<file path="src/rtl/uart_tx_fifo_engine_if.sv">
// uart_tx_fifo_engine_if: producer-side enqueue handshake for the UART transmit engine
interface uart_tx_fifo_engine_if #(
    parameter int DATA_BITS = 8
);
    logic [DATA_BITS-1:0] data_in;
    logic                 transfer_req;
    logic                 transfer_ready;
    modport master (output data_in, transfer_req, input transfer_ready);
    modport slave  (input data_in, transfer_req, output transfer_ready);
endinterface

</file>
<file path="src/rtl/uart_tx_fifo_engine.sv">
// uart_tx_fifo_engine: queued UART transmitter with configurable width, baud, parity and stop bits
module uart_tx_fifo_engine #(
    parameter int DATA_BITS    = 8,
    parameter int CLKS_PER_BIT = 16,
    parameter int PARITY       = 0,
    parameter int STOP_BITS    = 1,
    parameter int FIFO_DEPTH   = 4
) (
    input  logic                        clk,
    input  logic                        reset_n,
    uart_tx_fifo_engine_if.slave        bus,
    output logic                        uart_tx,
    output logic                        busy,
    output logic [$clog2(FIFO_DEPTH):0] fifo_level
);
    localparam int AW = $clog2(FIFO_DEPTH);
    localparam int CW = $clog2(CLKS_PER_BIT) + 1;
    localparam int IW = $clog2(DATA_BITS);
    typedef enum logic [2:0] {S_IDLE, S_START, S_DATA, S_PARITY, S_STOP} state_t;
    state_t               state;
    logic [DATA_BITS-1:0] mem [FIFO_DEPTH];
    logic [AW-1:0]        wr_ptr, rd_ptr;
    logic [DATA_BITS-1:0] shreg;
    logic                 par_bit;
    logic [CW-1:0]        cnt;
    logic [IW-1:0]        bit_idx;
    logic                 ready, push, pop, tick, last_stop;
    assign ready              = fifo_level != (AW+1)'(FIFO_DEPTH);
    assign bus.transfer_ready = ready;
    assign push               = bus.transfer_req && ready;
    assign tick               = cnt == CW'(CLKS_PER_BIT - 1);
    assign last_stop          = state == S_STOP && tick && bit_idx == IW'(STOP_BITS - 1);
    assign pop                = fifo_level != '0 && (state == S_IDLE || last_stop);
    // Queue pointers and occupancy; push and pop together leave the level unchanged
    always_ff @(posedge clk or negedge reset_n) begin
        if (!reset_n) begin
            wr_ptr     <= '0;
            rd_ptr     <= '0;
            fifo_level <= '0;
        end else begin
            if (push) wr_ptr <= wr_ptr + 1'b1;
            if (pop) rd_ptr <= rd_ptr + 1'b1;
            if (push != pop) fifo_level <= push ? fifo_level + 1'b1 : fifo_level - 1'b1;
        end
    end
    // Word storage needs no reset: clearing the pointers empties the queue
    always_ff @(posedge clk) begin
        if (push) mem[wr_ptr] <= bus.data_in;
    end
    // Frame sequencer: pop starts a frame on the same edge, bits advance on baud terminal count
    always_ff @(posedge clk or negedge reset_n) begin
        if (!reset_n) begin
            state   <= S_IDLE;
            cnt     <= '0;
            bit_idx <= '0;
            shreg   <= '0;
            par_bit <= 1'b0;
            uart_tx <= 1'b1;
            busy    <= 1'b0;
        end else begin
            cnt <= (tick || state == S_IDLE) ? '0 : cnt + 1'b1;
            if (pop) begin
                state   <= S_START;
                shreg   <= mem[rd_ptr];
                par_bit <= (^mem[rd_ptr]) ^ (PARITY == 2);
                bit_idx <= '0;
                uart_tx <= 1'b0;
                busy    <= 1'b1;
            end else if (tick) begin
                case (state)
                    S_START: begin
                        state   <= S_DATA;
                        uart_tx <= shreg[0];
                    end
                    S_DATA: begin
                        if (bit_idx == IW'(DATA_BITS - 1)) begin
                            state   <= (PARITY != 0) ? S_PARITY : S_STOP;
                            uart_tx <= (PARITY != 0) ? par_bit : 1'b1;
                            bit_idx <= '0;
                        end else begin
                            shreg   <= shreg >> 1;
                            uart_tx <= shreg[1];
                            bit_idx <= bit_idx + 1'b1;
                        end
                    end
                    S_PARITY: begin
                        state   <= S_STOP;
                        uart_tx <= 1'b1;
                    end
                    S_STOP: begin
                        if (last_stop) begin
                            state <= S_IDLE;
                            busy  <= 1'b0;
                        end else begin
                            bit_idx <= bit_idx + 1'b1;
                        end
                    end
                    default: state <= S_IDLE;
                endcase
            end
        end
    end
endmodule

</file>
<file path="src/flat_wrapper.sv">
// flat-port wrapper written by rule: the top's interface ports become plain ports
module uart_tx_fifo_engine_flat 
#(
    parameter int DATA_BITS    = 8,
    parameter int CLKS_PER_BIT = 16,
    parameter int PARITY       = 0,
    parameter int STOP_BITS    = 1,
    parameter int FIFO_DEPTH   = 4
)
  (clk, reset_n, uart_tx, busy, fifo_level, bus_data_in, bus_transfer_req, bus_transfer_ready);
  uart_tx_fifo_engine_if #(.DATA_BITS(DATA_BITS)) bus_i ();
  input  logic clk;
  input  logic reset_n;
  output logic uart_tx;
  output logic busy;
  output logic [$clog2(FIFO_DEPTH):0] fifo_level;
  input wire logic [$bits(bus_i.data_in)-1:0] bus_data_in;
  input wire logic [$bits(bus_i.transfer_req)-1:0] bus_transfer_req;
  output wire logic [$bits(bus_i.transfer_ready)-1:0] bus_transfer_ready;
  assign bus_i.data_in = bus_data_in;
  assign bus_i.transfer_req = bus_transfer_req;
  assign bus_transfer_ready = bus_i.transfer_ready;
  uart_tx_fifo_engine #(.DATA_BITS(DATA_BITS), .CLKS_PER_BIT(CLKS_PER_BIT), .PARITY(PARITY), .STOP_BITS(STOP_BITS), .FIFO_DEPTH(FIFO_DEPTH)) u_core (.clk(clk), .reset_n(reset_n), .bus(bus_i), .uart_tx(uart_tx), .busy(busy), .fifo_level(fifo_level));
endmodule
</file>
<file path="config.mk">
export PLATFORM = sky130hd
export DESIGN_NAME = uart_tx_fifo_engine_flat
export DESIGN_NICKNAME = d
export VERILOG_FILES = /design/src/rtl/uart_tx_fifo_engine_if.sv /design/src/rtl/uart_tx_fifo_engine.sv /design/src/flat_wrapper.sv
export SDC_FILE = /design/constraint.sdc
export NUM_CORES = 1
export LEC_CHECK = 0
export CAP_MARGIN = 10
export CORE_ASPECT_RATIO = 0.9
export CORE_MARGIN = 3
export CORE_UTILIZATION = 28
export DETAILED_ROUTE_END_ITERATION = 12
export GPL_TIMING_DRIVEN = 0
export PLACE_DENSITY_LB_ADDON = 0.12
export SETUP_SLACK_MARGIN = 0.02
export SYNTH_ARGS = -nofsm -noshare
export SYNTH_HDL_FRONTEND = slang
export SYNTH_SLANG_ARGS = --single-unit
</file>
<file path="constraint.sdc">
create_clock -name clk -period 2.2 [get_ports clk]
set_clock_uncertainty 0.2 [all_clocks]
set_input_delay 0.44 -clock clk [delete_from_list [all_inputs] [get_ports clk]]
set_output_delay 0.44 -clock clk [all_outputs]
set_load 0.02 [all_outputs]
</file>
==> results.py <==
metrics = {
    "synth": {
        "ys_async_sr_fraction": 0.467,
        "synth-main-ff-cell": "edfxtp_1",
        "yosys_warnings": 0,
        "synth_edf_count": 32,
        "syn_avg_cell_area_um2": 14.0,
        "synth_seq_cells": 60,
        "mappedNetlistArea_mm2": 0.00262,
        "yosysSeqAreaShare": 0.635,
        "synth_cell_type_count": 43,
        "syn_inst": 187,
        "syn_nets": 208,
    },
    "clock_tree": {
        "clock_latency_ns": 0.33,
        "clock_sinks": 60,
        "clockBufferDepth": 2,
        "cts_tree": "built",
        "cts_buffers": 9,
        "clk_pin_slew_ns": 0.07,
        "cts_root_buf": "clkbuf_8",
        "cts_max_level": 3,
    },
    "setup_path": {
        "end_kind": "flop",
        "slowest_stage": "dfrtp_1",
        "crit_arrival_ns": 2.23,
        "path_cells": "ha_2 -> and3_4 -> ha_4 -> nand3b_1 -> a211oi_4 -> buf_6 -> xnor2_4 -> mux2_4",
        "worst-path-buf-inv": 1,
        "max_stage_delay_ns": 0.36,
        "crit_start": "u_core.cnt[0]$_DFF_PN0_",
        "crit_path_max_fanout": 6,
        "r2r_start": "u_core.cnt[0]$_DFF_PN0_",
        "critPathTopFamily": "flip-flops",
        "cp-start-kind": "flop",
        "setup.worst_path.class": "flop to flop",
        "cp_data_required_time_ns": 2.22,
    },
    "timing": {
        "grt_setup_unrepaired": "yes",
        "whs_ns": 0.295,
        "worst_slack_ns": -0.00515,
        "min_period_over_period": 1.00,
        "max_slew_margin": 0.507,
        "report.final.slew_viol_count": 0,
        "hold_viol": 0,
        "setup_viol": 1,
        "tightest_slew_ns": 0.732,
        "fin_crit_ns": 2.21,
        "fmax_mhz": 453,
    },
    "route": {
        "drt_iter0_markers": 49,
        "drt_wl_total_mm": 5.18,
        "vias_per_cell": 4.46,
        "drc_errors": 0,
        "avgRoutedWirePerCell_um": 14.8,
        "dr_total_vias": 1564,
        "ant_nets": 0,
        "first_pass_iters": 4,
    },
    "pwr": {
        "leakage_nw": 1.30,
        "irDropWorstVdd_mv": 0.572,
        "power.density_mw_per_mm2": 1220,
    },
    "min_path": {
        "holdCritPathClass": "flop to flop",
        "min_from": "u_core.uart_tx$_DFFE_PN1P_",
    },
    "placed_design": {
        "port_buffers": 16,
        "globalplace.congestion": 0.737,
        "dp_hpwl_mm": 3.25,
        "place_ws_ns": -0.378,
        "placed_cell_area_mm2": 0.00296,
    },
    "status": {
        "status": "finished with violations",
        "violations": "setup timing",
    },
    "cells_and_area": {
        "drive_gt1_frac": 0.259,
        "most-common-layout-cells": "32 x edfxtp_1, 24 x dfrtp_1, 15 x nand2_1",
        "area_growth_syn_to_layout_pct": 25.2,
        "fillers": 856,
        "diodes": 0,
        "final_area_mm2": 0.00328,
        "nNetsFinal": 248,
        "final_common_cell": "edfxtp_1",
    },
    "floorplanning": {
        "row_count": 32,
        "die_h_um": 97.8,
        "core-area_mm2": 0.00885,
        "ios": 17,
        "start_util": 0.296,
        "die_w_um": 108,
        "design.die.area_mm2": 0.0106,
    },
    "job": {
        "max-cap-violations": 0,
    },
    "grt": {
        "grt-ovfl-total": 0,
        "gr-usage-all-layers": 0.104,
        "grt_pass1_vias": 1581,
        "antenna_found_initial": 0,
        "grt_pass1_wl_mm": 8.31,
        "grt_max_degree": 29,
    },
}
[flip-flops by register name (all words and copies together), names as in the netlist]
| signal | cells |
|---|---|
| u_core.mem | 32 |
| u_core.shreg | 8 |
| u_core.cnt | 5 |
| u_core.fifo_level | 3 |
| u_core.rd_ptr | 2 |
| u_core.bit_idx | 3 |
| u_core.wr_ptr | 2 |
| u_core.uart_tx | 1 |
| u_core.busy | 1 |
| u_core.state | 3 |
[layout make-up]
| type | count | area, µm² | area share |
|---|---|---|---|
| well taps | 119 | 149 | 0.0454 |
| clock buffers | 9 | 124 | 0.0378 |
| inverters | 12 | 47.5 | 0.0145 |
| plain buffers | 5 | 33.8 | 0.0103 |
| clock inverters | 7 | 43.8 | 0.0134 |
| flip-flops and latches | 60 | 1670 | 0.508 |
| multi-input cells | 109 | 953 | 0.291 |
| repair buffers | 30 | 262 | 0.0797 |
[kinds of logic (layout without fill, tap and decap cells)]
kind of cell / count (synthesis) / in the layout / synth area share
compound gates: 29 / 29 / 0.0755
xor+xnor: 7 / 7 / 0.0234
fa+ha+maj: 10 / 10 / 0.0506
buf+inv: 19 / 63 / 0.0282
flops: 60 / 60 / 0.635
mux: 16 / 16 / 0.100
simple gates: 46 / 47 / 0.0874
[worst reg2reg max path, stage by stage (launching register included)]
cell      delay (ns)
dfrtp_1         0.36
ha_2            0.18
and3_4          0.19
ha_4            0.16
nand3b_1        0.14
a211oi_4        0.28
buf_6           0.16
xnor2_4         0.12
mux2_4          0.31
[metrics by stage]
step / power [mW] / utilization / setup TNS, ns / std cells
finish: 3.99 / 0.371 / -0.00515 / 351
floorplan: 2.66 / - / 0 / 187
global route: 4.28 / 0.371 / -0.223 / 351
CTS: 4.02 / 0.368 / -0.0528 / 349
global placement: 3.07 / 0.335 / -7.33 / 322
detailed placement: 3.05 / 0.335 / -3.68 / 322
[synth_stat cells (all sizes together), types with 2 or more instances]
master | count | area (µm²)
clkbuf | 4 | 15.0
ha | 9 | 113
buf | 3 | 13.8
a211oi | 2 | 27.5
o21ai | 12 | 60.1
edfxtp | 32 | 961
inv | 12 | 45.0
nor2 | 10 | 37.5
nand3b | 2 | 15.0
mux2 | 2 | 22.5
nand3 | 2 | 10.0
mux2i | 6 | 60.1
nand2b | 3 | 18.8
nor3 | 3 | 15.0
a21oi | 4 | 20.0
a21o | 2 | 15.0
xor2 | 3 | 26.3
dfrtp | 27 | 676
xnor2 | 4 | 35.0
mux4 | 8 | 180
nand2 | 15 | 56.3
and3 | 5 | 31.3
[repair_timing]
| action | in CTS | in global routing |
|---|---|---|
| gates resized for setup | 11 | 4 |
| buffers inserted | 11 | 3 |
| hold buffers | 1 | 0 |
| hold endpoints to repair | 27 | 0 |
| setup endpoints to repair | 18 | 16 |
| pin swaps | 5 | 4 |
| cloned | 0 | 1 |
[layer usage]
layer | vias up | routed length, µm | global-route usage
met5 | - | 0 | 0
met4 | 0 | 44 | 0.0379
met3 | 5 | 233 | 0.0410
met2 | 25 | 2430 | 0.148
met1 | 774 | 2470 | 0.143
li1 | 760 | - | -
[report_power, final]
part           internal, mW  switching [mW]
combinational         0.684           0.653
sequential             1.56           0.260
clock                 0.401           0.437
total                  2.64            1.35
[final timing paths]
kind / endpoint / slack (ns) / cells after the start
min reg2reg: u_core.uart_tx$_DFFE_PN1P_ / 0.29 / 2
max in group asynchronous: u_core.fifo_level[2]$_DFFE_PN0P_ / 0.82 / 2
max: u_core.fifo_level[1]$_DFFE_PN0P_ / -0.005 / 8
min in group asynchronous: u_core.cnt[3]$_DFF_PN0_ / 0.48 / 2
max reg2reg: u_core.fifo_level[1]$_DFFE_PN0P_ / -0.005 / 8
min: u_core.uart_tx$_DFFE_PN1P_ / 0.29 / 2
No activity file was read; power rests on OpenSTA's default activity.
